### config.mk
export PLATFORM = sky130hd
export DESIGN_NAME = unidad_control_mc_flat
export DESIGN_NICKNAME = d
export VERILOG_FILES = /design/src/rtl/unidad_control_mc_if.sv /design/src/rtl/unidad_control_mc.sv /design/src/flat_wrapper.sv
export SDC_FILE = /design/constraint.sdc
export NUM_CORES = 1
export LEC_CHECK = 0
export CORE_UTILIZATION = 45
export DETAILED_ROUTE_END_ITERATION = 8
export GPL_TIMING_DRIVEN = 0
export PLACE_DENSITY = 0.77
export SYNTH_ARGS = -nofsm -noshare
export SYNTH_HDL_FRONTEND = slang
export SYNTH_SLANG_ARGS = --single-unit
### constraint.sdc
create_clock -name clk -period 3.34 [get_ports clk]
set_clock_uncertainty 0.1 [all_clocks]
set_input_delay 0.668 -clock clk [delete_from_list [all_inputs] [get_ports clk]]
set_output_delay 0.668 -clock clk [all_outputs]
set_load 0.005 [all_outputs]
### src/rtl/unidad_control_mc_if.sv
// Control bus between unidad_control_mc and the microc datapath.
// master = control unit side, slave = datapath / memory side.
interface unidad_control_mc_if;
  localparam int unsigned OPC_W = 6;
  localparam int unsigned OP_W  = 3;

  logic             mem_ready;
  logic [OPC_W-1:0] Opcode;
  logic             z;
  logic             s_inc;
  logic             s_inm;
  logic             we3;
  logic             wez;
  logic [OP_W-1:0]  Op;
  logic             pc_we;
  logic             ir_we;

  modport master (
    input  mem_ready, Opcode, z,
    output s_inc, s_inm, we3, wez, Op, pc_we, ir_we
  );

  modport slave (
    output mem_ready, Opcode, z,
    input  s_inc, s_inm, we3, wez, Op, pc_we, ir_we
  );
endinterface

### src/rtl/unidad_control_mc.sv
// Multicycle control unit for the microc datapath.
// Fetches one opcode per instruction under a mem_ready handshake, then drives
// the datapath controls for a single execute cycle. Supports run, single-step
// and halt, and counts retired instructions.
// Optional build macro WAIT_TIMEOUT_EN: bounds the FETCH wait to TIMEOUT cycles,
// then halts and raises the sticky timeout_err output.
module unidad_control_mc #(
  parameter int unsigned CNT_W   = 16,
  parameter int unsigned TIMEOUT = 15
) (
  input  logic                     clk,
  input  logic                     reset,
  input  logic                     start,
  input  logic                     step_en,
  input  logic                     step,
  unidad_control_mc_if.master      bus,
  output logic                     busy,
  output logic                     halted,
  output logic                     illegal,
  output logic [CNT_W-1:0]         retired
`ifdef WAIT_TIMEOUT_EN
  ,
  output logic                     timeout_err
`endif
);

  localparam int unsigned OPC_W = 6;
  localparam int unsigned OP_W  = 3;

  typedef enum logic [2:0] {
    S_IDLE  = 3'd0,
    S_FETCH = 3'd1,
    S_EXEC  = 3'd2,
    S_PAUSE = 3'd3,
    S_HALT  = 3'd4
  } state_t;

  // A zero timeout would make the FETCH bound meaningless.
  if (TIMEOUT < 1) begin : g_bad_timeout
    $error("TIMEOUT must be at least 1");
  end

  state_t           state_q;
  state_t           state_d;
  logic [OPC_W-1:0] ir_q;

  logic             s_inc_c;
  logic             s_inm_c;
  logic             we3_c;
  logic             wez_c;
  logic [OP_W-1:0]  op_c;
  logic             pc_we_c;
  logic             ir_we_c;
  logic             is_halt_c;
  logic             is_illegal_c;
  logic             timeout_hit_c;

`ifdef WAIT_TIMEOUT_EN
  localparam int unsigned TO_W = (TIMEOUT > 1) ? $clog2(TIMEOUT) : 1;
  logic [TO_W-1:0] wait_q;

  // Last permitted wait cycle has been reached with no ready memory.
  assign timeout_hit_c = (state_q == S_FETCH) && !bus.mem_ready &&
                         (wait_q == TO_W'(TIMEOUT - 1));
`else
  assign timeout_hit_c = 1'b0;
`endif

  // Execute-cycle decode from the captured opcode; z is used live.
  always_comb begin
    s_inc_c      = 1'b0;
    s_inm_c      = 1'b0;
    we3_c        = 1'b0;
    wez_c        = 1'b0;
    op_c         = '0;
    pc_we_c      = 1'b0;
    is_halt_c    = 1'b0;
    is_illegal_c = 1'b0;
    if (state_q == S_EXEC) begin
      pc_we_c = 1'b1;
      casez (ir_q)
        6'b1?????: begin
          s_inc_c = 1'b1;
          we3_c   = 1'b1;
          wez_c   = 1'b1;
          op_c    = ir_q[4:2];
        end
        6'b000000: s_inc_c = 1'b1;
        6'b0001??: begin
          s_inc_c = 1'b1;
          s_inm_c = 1'b1;
          we3_c   = 1'b1;
        end
        6'b010000: s_inc_c = 1'b0;
        6'b010001: s_inc_c = ~bus.z;
        6'b010010: s_inc_c = bus.z;
        6'b011111: begin
          pc_we_c   = 1'b0;
          is_halt_c = 1'b1;
        end
        default: begin
          s_inc_c      = 1'b1;
          is_illegal_c = 1'b1;
        end
      endcase
    end
  end

  // Next-state logic and instruction-register capture enable.
  always_comb begin
    state_d = state_q;
    ir_we_c = 1'b0;
    unique case (state_q)
      S_IDLE: begin
        if (start) state_d = S_FETCH;
      end
      S_FETCH: begin
        if (bus.mem_ready) begin
          ir_we_c = 1'b1;
          state_d = S_EXEC;
        end else if (timeout_hit_c) begin
          state_d = S_HALT;
        end
      end
      S_EXEC: begin
        if (is_halt_c)    state_d = S_HALT;
        else if (step_en) state_d = S_PAUSE;
        else              state_d = S_FETCH;
      end
      S_PAUSE: begin
        if (step || start || !step_en) state_d = S_FETCH;
      end
      S_HALT: begin
        if (start) state_d = S_FETCH;
      end
      default: state_d = S_IDLE;
    endcase
  end

  // State register.
  always_ff @(posedge clk or negedge reset) begin
    if (!reset) state_q <= S_IDLE;
    else        state_q <= state_d;
  end

  // Instruction register, loaded on each accepted fetch.
  always_ff @(posedge clk or negedge reset) begin
    if (!reset)       ir_q <= '0;
    else if (ir_we_c) ir_q <= bus.Opcode;
  end

  // Registered status flags track the state being entered.
  always_ff @(posedge clk or negedge reset) begin
    if (!reset) begin
      busy    <= 1'b0;
      halted  <= 1'b0;
      illegal <= 1'b0;
    end else begin
      busy   <= (state_d == S_FETCH) || (state_d == S_EXEC);
      halted <= (state_d == S_HALT);
      if (is_illegal_c) illegal <= 1'b1;
    end
  end

  // Retired-instruction counter; halt does not retire.
  always_ff @(posedge clk or negedge reset) begin
    if (!reset)                               retired <= '0;
    else if (state_q == S_EXEC && !is_halt_c) retired <= retired + CNT_W'(1);
  end

`ifdef WAIT_TIMEOUT_EN
  // FETCH wait counter; cleared outside FETCH so each entry starts at zero.
  always_ff @(posedge clk or negedge reset) begin
    if (!reset)                   wait_q <= '0;
    else if (state_q != S_FETCH)  wait_q <= '0;
    else if (!bus.mem_ready)      wait_q <= wait_q + TO_W'(1);
  end

  // Sticky timeout flag; a restart from HALT clears it.
  always_ff @(posedge clk or negedge reset) begin
    if (!reset)                           timeout_err <= 1'b0;
    else if (timeout_hit_c)               timeout_err <= 1'b1;
    else if (state_q == S_HALT && start)  timeout_err <= 1'b0;
  end
`endif

  assign bus.s_inc = s_inc_c;
  assign bus.s_inm = s_inm_c;
  assign bus.we3   = we3_c;
  assign bus.wez   = wez_c;
  assign bus.Op    = op_c;
  assign bus.pc_we = pc_we_c;
  assign bus.ir_we = ir_we_c;

endmodule
### src/flat_wrapper.sv
// flat-port wrapper written by rule: the top's interface ports become plain ports
module unidad_control_mc_flat 
#(
  parameter int unsigned CNT_W   = 16,
  parameter int unsigned TIMEOUT = 15
)
  (clk, reset, start, step_en, step, busy, halted, illegal, retired, bus_mem_ready, bus_Opcode, bus_z, bus_s_inc, bus_s_inm, bus_we3, bus_wez, bus_Op, bus_pc_we, bus_ir_we);
  unidad_control_mc_if bus_i ();
  input  logic clk;
  input  logic reset;
  input  logic start;
  input  logic step_en;
  input  logic step;
  output logic busy;
  output logic halted;
  output logic illegal;
  output logic [CNT_W-1:0] retired;
  input wire logic [$bits(bus_i.mem_ready)-1:0] bus_mem_ready;
  input wire logic [$bits(bus_i.Opcode)-1:0] bus_Opcode;
  input wire logic [$bits(bus_i.z)-1:0] bus_z;
  output wire logic [$bits(bus_i.s_inc)-1:0] bus_s_inc;
  output wire logic [$bits(bus_i.s_inm)-1:0] bus_s_inm;
  output wire logic [$bits(bus_i.we3)-1:0] bus_we3;
  output wire logic [$bits(bus_i.wez)-1:0] bus_wez;
  output wire logic [$bits(bus_i.Op)-1:0] bus_Op;
  output wire logic [$bits(bus_i.pc_we)-1:0] bus_pc_we;
  output wire logic [$bits(bus_i.ir_we)-1:0] bus_ir_we;
  assign bus_i.mem_ready = bus_mem_ready;
  assign bus_i.Opcode = bus_Opcode;
  assign bus_i.z = bus_z;
  assign bus_s_inc = bus_i.s_inc;
  assign bus_s_inm = bus_i.s_inm;
  assign bus_we3 = bus_i.we3;
  assign bus_wez = bus_i.wez;
  assign bus_Op = bus_i.Op;
  assign bus_pc_we = bus_i.pc_we;
  assign bus_ir_we = bus_i.ir_we;
  unidad_control_mc #(.CNT_W(CNT_W), .TIMEOUT(TIMEOUT)) u_core (.clk(clk), .reset(reset), .start(start), .step_en(step_en), .step(step), .bus(bus_i), .busy(busy), .halted(halted), .illegal(illegal), .retired(retired));
endmodule
* Word level (Yosys, flattened, before mapping)
Index checks and enable logic that the tools add are counted.
** Storage, ports and cells
- Bits in registers :: 28
- Input bits :: 13
- Output and inout bits :: 28
- Word-level logic and storage cells :: 56
** Operators by class
- Add/sub/neg operators :: 1
- Eq/ne operators :: 12
- Mux-type cells :: 24
- Bitwise gates (word level) :: 1
- Reduce and logical (&&, ||, !) cells :: 12
** Operators with widths (number)
- 6-bit by 5-bit == test with 1-bit output (second input constant) :: 4
- 3-bit 2-to-1 mux :: 6
- 16-bit by 1-bit adder with 16-bit output (second input constant) :: 1
- 1-bit 2-to-1 mux :: 15
- 3-bit one-hot mux with 4 select lines :: 1
- 3-bit by 2-bit == test with 1-bit output (second input constant) :: 3
- 7-bit OR reduction :: 1
- 3-bit by 1-bit == test with 1-bit output (second input constant) :: 2
- 3-bit == test (second input constant) :: 2
- 6-bit zero test :: 1
- 2-bit OR reduction :: 3
- 4-bit by 1-bit == test with 1-bit output (second input constant) :: 1
- 3-bit zero test :: 1
- 1-bit logical OR :: 3
- 1-bit one-hot mux with 3 select lines :: 1
- 1-bit zero test :: 2
- 2-bit 2-to-1 mux :: 1
- 1-bit logical AND :: 1
- 1-bit inverter :: 1

* Longest topological paths before layout
- Depth after elaboration :: 7
- Gate-level depth with buffers :: 4

* Worst setup path after synthesis
OpenSTA, ideal clock, no wires.
- Path type :: register -> output
- Start point :: reg u_core.state_q[2]
- End point :: out bus_s_inc
- Data arrival time :: 1.129 ns
- Required time :: 2.572 ns
- Slack :: 1.443 ns
- Stages on the path, launching flop included :: 4
- Path buffers :: 0
- Cells stage by stage :: dfrtp_1 -> nor3b_4 -> o21ai_2 -> a41oi_1
** Between the ends
- Cells in the longest elaborated chain, start to end :: 2
** Ends and longest elaborated chain
- start, declared :: line unidad_control_mc.sv:43 : state_t state_q;
- start signal, assigned :: line unidad_control_mc.sv:143 : else state_q <= state_d;
- 3-bit by 2-bit == test with 1-bit output :: line unidad_control_mc.sv:79 : if (state_q == S_EXEC) begin
- 1-bit 2-to-1 mux :: line unidad_control_mc.sv:79
- end, declared :: line flat_wrapper.sv:21 : output wire logic [$bits(bus_i.s_inc)-1:0] bus_s_inc;
No other way between the ends.

* Worst setup path after layout
- Start point :: in bus_mem_ready
- End point :: out bus_ir_we
** Between the ends
- Cells in the longest elaborated chain, start to end :: 2
** Ends and longest elaborated chain
- start, declared :: line flat_wrapper.sv:18 : input wire logic [$bits(bus_i.mem_ready)-1:0] bus_mem_ready;
- 1-bit 2-to-1 mux :: line unidad_control_mc.sv:118 : if (bus.mem_ready) begin
- 1-bit 2-to-1 mux :: line unidad_control_mc.sv:113 : unique case (state_q)
- end, declared :: line flat_wrapper.sv:27 : output wire logic [$bits(bus_i.ir_we)-1:0] bus_ir_we;
No other way between the ends.

==> reports/metrics.cfg <==
[drt]
drcViolationCount=4
ant_nets=0
post_drt_wl_per_cell_um=14.66
dr_total_vias=1136
dr.pass1.iters=8
via_per_inst=5.569
drt_wl_total_um=2991
drt_iter0_drc=35

[setup_path]
startpoint=bus_mem_ready
reg2reg_slack_ns=1.50
worstPathArrival_ns=2.21
path_max_fanout=10
cp-end-kind=primary output
cp-start-kind=input port
worstReg2RegStart=u_core.state_q[2]
rr_worst_depth=4
path_class=in2out
required_ns=2.57
reg2reg_to=u_core.retired[14]
crit_end=bus_ir_we

[grt]
grt-ovfl-total=0
grt_pass1_wl_um=5043
grt_pass1_vias=1128
antenna_found_initial=0
grt_max_degree=29
grt.total_usage_pct=19.83

[power_and_ir_drop]
p_leak_nw=0.8139
powerDensity_nw_per_um2=631.2
power_mw=1.191
ir_worst_vdd_mv=0.3492

[placement]
place_congestion=0.7399
hpwl_um=2192
placed_cells=200
dp_slack_ns=0.3491
placedInstanceArea_um2=1839
port_buffers=40

[timing]
fin_ws_ns=0.3599
timing.hold.ws_ns=0.2394
setup_viol=0
fin_crit_sh_pct=89.23
maxSlewViolCount=0
fmax_mhz=335.6
slew_headroom_pct=55.25
tightest_slew_ns=0.6712
fin_crit_ns=2.980
fin_tns_setup_ns=0
finalHoldViolations=0
grt_setup_unrepaired=no

[logic_synthesis]
ys_ff_latch=28
synth_compound_area_share_pct=9.473
synthXorXnorAreaFrac_pct=9.383
syn_area_um2=1400
synth-simple-area-share_pct=23.86
yosys.area_share.adder_pct=0.8937
synth_top_family_by_area=simple AND/OR/NAND/NOR gates
postSynthCellCount=129
syn_avg_cell_area_um2=10.85
yosysUniqueCellTypes=35
synth-seq-area-share_pct=50.04
synthMuxAreaShare_pct=4.736
yosysWarningCount=0
synthesis.nets=143

[cts]
cts_resized=0
h-tree-depth=1
clk_path_buf_depth=2
numCtsBuffers=3
cts.sinks=28
clk_latency_ns=0.33
hold_buffers=0
cts-root-buf=clkbuf_4
cts_tree=built
cts_setup_buffers=0
clk_pin_slew_worst_paths_ns=0.15

[die]
dieArea_um2=3339
die_y_um=57.78
row_count=19
initial_core_util_pct=49.08
die_w_um=57.78
core_area_um2=2853
io_pins=41

[layout]
area_growth_pct=34.76
fillers=239
fin_area_um2=1887
multi_input_comb_area_um2=676.9
final_common_cell=clkdlybuf4s50_1
seq_area_um2=700.7
nNetsFinal=188
utilization_pct=66.14
drive_above_1_share_pct=12.14
final_cell_mix=clkdlybuf4s50_1 (39), dfrtp_1 (28), nand2_1 (12), nor2_1 (8), xnor2_1 (8)
diodes=0
layoutNonFillerInstCount=204

[hold_path]
hold_class=in2async

[run_status]
violations=design-rule violations
status=finished, violations left

[run]
drv_cap=0

cells by family (layout without fill, tap and decap cells):
kind of cell	count (synthesis)	in the layout
mux	6	6
compound gates	19	19
buf+inv	6	50
flops	28	28
simple gates	54	54
fa+ha+maj	1	1
xor+xnor	15	15
report_power, final:
part | leakage, nW | switching, mW | internal, mW | total (mW)
clock | 0.0279 | 0.101 | 0.121 | 0.222
sequential | 0.360 | 0.126 | 0.422 | 0.547
combinational | 0.425 | 0.180 | 0.242 | 0.422
total | 0.814 | 0.406 | 0.785 | 1.19
registers in the layout, summed over array words and instances (netlist names):
register,flops
u_core.state_q,3
u_core.illegal,1
u_core.halted,1
u_core.ir_q,6
u_core.retired,16
u_core.busy,1
final cells by class:
cell class                 count  area share (%)
timing repair buffer          40           20.95
tap                           31           2.056
multi-input combinational     95           35.88
clock buffer                   3           1.194
inverter                       6           1.194
clock inverter                 1           1.592
sequential                    28           37.14
Yosys cell counts:
cell / count / area [um2]
a211oi_2: 1 / 12.51
a21boi_0: 1 / 7.510
a21o_1: 3 / 22.52
a21oi_1: 5 / 25.02
a41oi_1: 1 / 8.760
and2_1: 1 / 6.260
and3_1: 2 / 12.51
and3_2: 1 / 7.510
and4_1: 3 / 26.28
dfrtp_1: 28 / 700.7
ha_1: 1 / 12.51
inv_1: 5 / 18.77
inv_2: 1 / 3.750
mux2_2: 5 / 56.30
mux2i_1: 1 / 10.01
nand2_1: 12 / 45.04
nand2b_1: 2 / 12.51
nand3_1: 5 / 25.02
nand4_1: 6 / 37.54
nor2_1: 8 / 30.03
nor2b_1: 2 / 12.51
nor3_1: 4 / 20.02
nor3b_4: 1 / 18.77
nor4_1: 1 / 6.260
nor4_2: 3 / 37.54
nor4_4: 1 / 21.27
o211ai_1: 1 / 7.510
o211ai_2: 1 / 12.51
o21ai_0: 4 / 20.02
o21ai_2: 1 / 8.760
o31ai_1: 1 / 7.510
or2_2: 1 / 6.260
or3b_1: 1 / 8.760
xnor2_1: 8 / 70.07
xor2_1: 7 / 61.31
metal layers:
layer | share of wire, % | GRT usage (%) | vias up
met5 | 0 | 0 | -
met4 | 1.3 | 7.143 | 0
met3 | 5.1 | 3.125 | 5
met2 | 50 | 34.72 | 40
met1 | 44 | 24.93 | 541
li1 | - | - | 550
how the worst min path moves through the flow:
| stage | start | end | slack (ns) | cells past startpoint |
|---|---|---|---|---|
| global route | reset | u_core.ir_q[4] | 0.28 | 1 |
| floorplan | reset | u_core.busy | 0.27 | 0 |
| finish | reset | u_core.retired[10] | 0.24 | 1 |
| CTS | u_core.retired[15] | u_core.retired[15] | 0.40 | 1 |
| global placement | u_core.illegal | u_core.illegal | 0.36 | 1 |
| detailed placement | u_core.illegal | u_core.illegal | 0.36 | 1 |
worst max-delay path, cell delays in order:
cell and delay [ns]:
clkdlybuf4s50_1 0.45, inv_1 0.06, nor4_4 0.42, clkdlybuf4s50_1 0.61
Power figures use the tool's default switching activity.
